==> config.mk <==
export PLATFORM = sky130hd
export DESIGN_NAME = decoder_3to8_flat
export DESIGN_NICKNAME = d
export VERILOG_FILES = /design/src/rtl/decoder_3to8_if.sv /design/src/rtl/decoder_3to8.sv /design/src/flat_wrapper.sv
export SDC_FILE = /design/constraint.sdc
export NUM_CORES = 1
export LEC_CHECK = 0
export ABC_CLOCK_PERIOD_IN_PS = 800
export BUFFER_PORTS_ARGS = -buffer_cell sky130_fd_sc_hd__buf_2
export CORE_AREA = 3 3 40 42
export DETAILED_ROUTE_END_ITERATION = 7
export DIE_AREA = 0 0 43 45
export PLACE_DENSITY = 0.58
export SLEW_MARGIN = 25
export SYNTH_ARGS = -nofsm -noshare
export SYNTH_HDL_FRONTEND = slang
export SYNTH_SLANG_ARGS = --single-unit
export TNS_END_PERCENT = 30
==> constraint.sdc <==
create_clock -name clk -period 0.8 [get_ports clk]
set_clock_uncertainty 0.2 [all_clocks]
set_input_delay 0.08 -clock clk [delete_from_list [all_inputs] [get_ports clk]]
set_output_delay 0.08 -clock clk [all_outputs]
set_load 0.02 [all_outputs]
==> src/rtl/decoder_3to8_if.sv <==
// Select/enable inputs and one-hot line outputs of the registered 3-to-8 decoder.
// master drives the select side; slave is the decoder itself.
interface decoder_3to8_if;
    logic a;
    logic b;
    logic c;
    logic en;
    logic d0;
    logic d1;
    logic d2;
    logic d3;
    logic d4;
    logic d5;
    logic d6;
    logic d7;
    logic valid;

    modport master (
        output a, b, c, en,
        input  d0, d1, d2, d3, d4, d5, d6, d7, valid
    );

    modport slave (
        input  a, b, c, en,
        output d0, d1, d2, d3, d4, d5, d6, d7, valid
    );
endinterface

==> src/rtl/decoder_3to8.sv <==
// Registered 3-to-8 line decoder: {a,b,c} selects one of eight lines on the clk edge when en=1.
// The line flops hold the output polarity directly, so d0..d7 come straight from registers.
module decoder_3to8 #(
    parameter bit ACTIVE_LOW  = 1'b0,
    parameter bit RESET_VALID = 1'b0
) (
    input  logic           clk,
    input  logic           rst,
    decoder_3to8_if.slave  bus
);
    localparam int unsigned LINES = 8;
    localparam int unsigned SEL_W = 3;

    logic [SEL_W-1:0] sel_c;
    logic [LINES-1:0] lines_c;
    logic [LINES-1:0] d_next_c;
    logic [LINES-1:0] d_q;
    logic             valid_q;

    // One-hot decode of the select, then polarity applied before the flops.
    always_comb begin
        sel_c    = {bus.a, bus.b, bus.c};
        lines_c  = '0;
        if (bus.en) begin
            lines_c = LINES'(1) << sel_c;
        end
        d_next_c = ACTIVE_LOW ? ~lines_c : lines_c;
    end

    always_ff @(posedge clk or posedge rst) begin
        if (rst) begin
            d_q     <= {LINES{ACTIVE_LOW}};
            valid_q <= RESET_VALID;
        end else begin
            d_q     <= d_next_c;
            valid_q <= bus.en;
        end
    end

    assign bus.d0    = d_q[0];
    assign bus.d1    = d_q[1];
    assign bus.d2    = d_q[2];
    assign bus.d3    = d_q[3];
    assign bus.d4    = d_q[4];
    assign bus.d5    = d_q[5];
    assign bus.d6    = d_q[6];
    assign bus.d7    = d_q[7];
    assign bus.valid = valid_q;
endmodule

==> src/flat_wrapper.sv <==
// flat-port wrapper written by rule: the top's interface ports become plain ports
module decoder_3to8_flat 
#(
    parameter bit ACTIVE_LOW  = 1'b0,
    parameter bit RESET_VALID = 1'b0
)
  (clk, rst, bus_a, bus_b, bus_c, bus_en, bus_d0, bus_d1, bus_d2, bus_d3, bus_d4, bus_d5, bus_d6, bus_d7, bus_valid);
  decoder_3to8_if bus_i ();
  input  logic clk;
  input  logic rst;
  input wire logic [$bits(bus_i.a)-1:0] bus_a;
  input wire logic [$bits(bus_i.b)-1:0] bus_b;
  input wire logic [$bits(bus_i.c)-1:0] bus_c;
  input wire logic [$bits(bus_i.en)-1:0] bus_en;
  output wire logic [$bits(bus_i.d0)-1:0] bus_d0;
  output wire logic [$bits(bus_i.d1)-1:0] bus_d1;
  output wire logic [$bits(bus_i.d2)-1:0] bus_d2;
  output wire logic [$bits(bus_i.d3)-1:0] bus_d3;
  output wire logic [$bits(bus_i.d4)-1:0] bus_d4;
  output wire logic [$bits(bus_i.d5)-1:0] bus_d5;
  output wire logic [$bits(bus_i.d6)-1:0] bus_d6;
  output wire logic [$bits(bus_i.d7)-1:0] bus_d7;
  output wire logic [$bits(bus_i.valid)-1:0] bus_valid;
  assign bus_i.a = bus_a;
  assign bus_i.b = bus_b;
  assign bus_i.c = bus_c;
  assign bus_i.en = bus_en;
  assign bus_d0 = bus_i.d0;
  assign bus_d1 = bus_i.d1;
  assign bus_d2 = bus_i.d2;
  assign bus_d3 = bus_i.d3;
  assign bus_d4 = bus_i.d4;
  assign bus_d5 = bus_i.d5;
  assign bus_d6 = bus_i.d6;
  assign bus_d7 = bus_i.d7;
  assign bus_valid = bus_i.valid;
  decoder_3to8 #(.ACTIVE_LOW(ACTIVE_LOW), .RESET_VALID(RESET_VALID)) u_core (.clk(clk), .rst(rst), .bus(bus_i));
endmodule
Word-level counts from Yosys, hierarchy flattened
Index checks and enable logic that the tools add are counted.

Bits in registers: 9. Output and inout bits: 9. Word-level logic and storage cells: 4.

Shift operators: 1. Mux-type cells: 1.

Operators with widths (number): 2-to-1 mux 8 bit (1); left shift 1 x 3 -> 8 bit (first input constant) (1).

Logic depth before layout (Yosys ltp)
Depth in word-level cells: 2. Depth in mapped cells: 1. Depth with buffers taken out: 1.

Worst setup path before layout
OpenSTA, ideal clock, no wires.

Path type: flip-flop to output port. Start point: register u_core.d_q[0]. End point: output port bus_d0. Arrival: 0.416 ns. Required time: 0.520 ns. Slack: 0.104 ns. Cell stages (with the launch flop): 1. Path buffers: 0. Path through: dfrtp_1.

RTL lines: start, declared (RTL line decoder_3to8.sv:17) `logic [LINES-1:0] d_q;`; start signal, assigned (RTL line decoder_3to8.sv:32) `d_q <= {LINES{ACTIVE_LOW}};`; start signal, assigned (RTL line decoder_3to8.sv:35) `d_q <= d_next_c;`; end, declared (RTL line flat_wrapper.sv:15) `output wire logic [$bits(bus_i.d0)-1:0] bus_d0;`.

No word-level cell between the ends.

Final worst setup path
Start point: register u_core.d_q[2]. End point: output port bus_d2.

RTL lines: end, declared (RTL line flat_wrapper.sv:17) `output wire logic [$bits(bus_i.d2)-1:0] bus_d2;`.

No word-level cell between the ends.

==> run_results.csv <==
group,metric,value,unit
run_status,status,"finished with violations",
run_status,violations,"hold timing, setup timing",
worst_hold_path,holdCritPathClass,"in2async",
die,start_util,0.2532,
synthesis,synthMuxAreaShare,0,
synthesis,synth_fp_nets,24,
sta,grt_setup_unrepaired,"true",
layout,layout_commonest_cell,"buf_2",
global_routing,antenna_found_initial,0,
worst_setup_path,cpMaxStageDelayCell,"dfrtp_1",
worst_setup_path,critPathTopFamily,"flip-flops",
global_routing,first_global_vias,231,
synthesis,syn_area_per_cell,18.07,um2
synthesis,synth_compound_gate_area_share,0,
sta,fin_ws,-0.2630,ns
sta,setup_violations,9,
sta,finalCriticalPeriod,1.063,ns
clocking,numCtsBuffers,3,
detailed_routing,drc_errors,0,
layout,final_net_count,43,
worst_setup_path,critPathKind,"reg2out",
sta,finalSetupTns,-2.146,ns
global_routing,grt_max_degree,10,
placement,dp_cells,47,
clocking,clock_sink_count,9,
job,max_cap_viol_count,0,
clocking,root_buffer,"clkbuf_4",
placement,gp_congestion,0.6468,
worst_setup_path,cpPeakStageDelay,0.39,ns
clocking,htree_num_levels,1,
sta,tightest_slew,0.3400,ns
synthesis,ys_ff_latch,9,
worst_setup_path,worst_ep_arrival_time,0.78,ns
layout,n_fill_cell,134,
synthesis,synth_top_family_by_area,"simple AND/OR/NAND/NOR gates",
synthesis,synth_xor_xnor_area_share,0,
placement,hpwl,463.8,um
die,die_h,45,um
layout,antenna_cells,0,
worst_setup_path,endpoint_kind,"output pin",
sta,max_freq,0.9407,GHz
layout,drive_above_1_share,0.6944,
layout,syn_to_final_growth,41.15,%
sta,period_share,1.329,
layout,regArea,225.2,um2
global_routing,grt_usage,0.08523,
worst_setup_path,crit_required,0.52,ns
detailed_routing,drt_first_pass_iters,2,
synthesis,yosys.area_share.simple,0.2962,
sta,hold_violations,12,
synthesis,synth_fa_ha_area_frac,0,
synthesis,synthesis.area,325.3,um2
placement,port_buffers,14,
layout,final_cell_mix,"11 x buf_2, 9 x dfrtp_1",
synthesis,ys_seq_area_frac,0.6923,
power_and_ir_drop,p_per_area,1958,nW/um2
worst_setup_path,crit_path_start_kind,"flip-flop",
synthesis,syn_inst,18,
worst_setup_path,crit_chain,"buf_6",
global_routing,grt-ovfl-total,0,
clocking,clkTransAtPathRegs,0.06,ns
sta,drv_slew,0,
die,core,1285,um2
synthesis,yosysUniqueCellTypes,6,
detailed_routing,routed_wl,603,um
layout,finalNonFillerCells,51,
detailed_routing,routed_via_density,4.176,
clocking,cts_tree,"done",
layout,final_area,459.2,um2
power_and_ir_drop,ir_drop,0.0007118,V
power_and_ir_drop,power,0.8989,mW
synthesis,yosysWarningCount,0,
detailed_routing,avgRoutedWirePerCell,11.82,um
power_and_ir_drop,p_leak,0.2443,nW
global_routing,grt_pass1_wl,1159,um
die,die_w,43,um
die,io_pins,15,
clocking,cts_setup_buffers,0,
layout,multi_input_area,96.34,um2
sta,whs,-0.4251,ns
clocking,clockBufferDepth,2,
detailed_routing,ant_nets,0,
placement,post_dp_cell_area,414.1,um2
worst_setup_path,crit_fanout,1,
worst_setup_path,critPathBufInv,1,
die,design.die.area,1935,um2
detailed_routing,vias,213,
detailed_routing,drt_iter0_drc,5,
sta,relSlewSlack,0.7731,
die,rows,13,
[how the worst max path moves through the flow]
stage | start | slack, ns | endpoint | cells past startpoint
final | u_core.d_q[2] | -0.26 | bus_d2 | 1
after global routing | u_core.d_q[2] | -0.30 | bus_d2 | 1
after global placement | bus_c | 0.02 | u_core.d_q[4] | 2
after floorplan | u_core.d_q[0] | 0.10 | bus_d0 | 0
after CTS | u_core.d_q[2] | -0.27 | bus_d2 | 1
after detailed placement | bus_a | 0.00005 | u_core.d_q[2] | 2
[routing by layer]
metal	global-route usage	up-vias	routed length [um]
met5	0	-	0
met4	0.03614	0	0
met3	0.06773	0	91
met2	0.1198	13	257
met1	0.09524	94	254
li1	-	106	-
[synth_stat cells]
cell | count | area (um2)
and4b_2 | 3 | 33.78
nor4b_2 | 1 | 15.01
dfrtp_1 | 9 | 225.2
inv_1 | 1 | 3.750
and4bb_2 | 3 | 37.54
and4_2 | 1 | 10.01
[flip-flops by register name, indices dropped and copies added (netlist names)]
register / cells
u_core.bus.valid: 1
u_core.d_q: 8
[final cells by class]
| cell class | count | area share |
|---|---|---|
| clock buffers | 4 | 0.05722 |
| inverters | 1 | 0.008174 |
| multi-input cells | 8 | 0.2098 |
| flip-flops and latches | 9 | 0.4905 |
| well taps | 15 | 0.04087 |
| repair buffers | 14 | 0.1935 |
[where the power goes]
| group | switching (mW) | total [mW] | internal, mW |
|---|---|---|---|
| clock network | 0.149 | 0.341 | 0.192 |
| logic | 0.0505 | 0.0865 | 0.0360 |
| registers | 0.00384 | 0.472 | 0.468 |
| total | 0.203 | 0.899 | 0.695 |
[repair_timing]
| item | in CTS | in global routing |
|---|---|---|
| gates cloned | 0 | 0 |
| endpoints found under the hold margin | 12 | 13 |
| setup endpoints to repair | 9 | 9 |
| gates resized for setup | 4 | 2 |
[cells by family after synthesis]
| group | after synthesis |
|---|---|
| buffers and inverters | 1 |
| DFF | 9 |
| and+or+nand+nor | 8 |
[stage by stage]
step,util,setup WS [ns]
after floorplan,-,0.1040
after global placement,0.3223,0.01755
after detailed placement,0.3223,0.00004663
after CTS,0.3525,-0.2650
after global routing,0.3574,-0.3035
final,0.3574,-0.2630
Note: power is estimated with default switching activity, not from simulation.
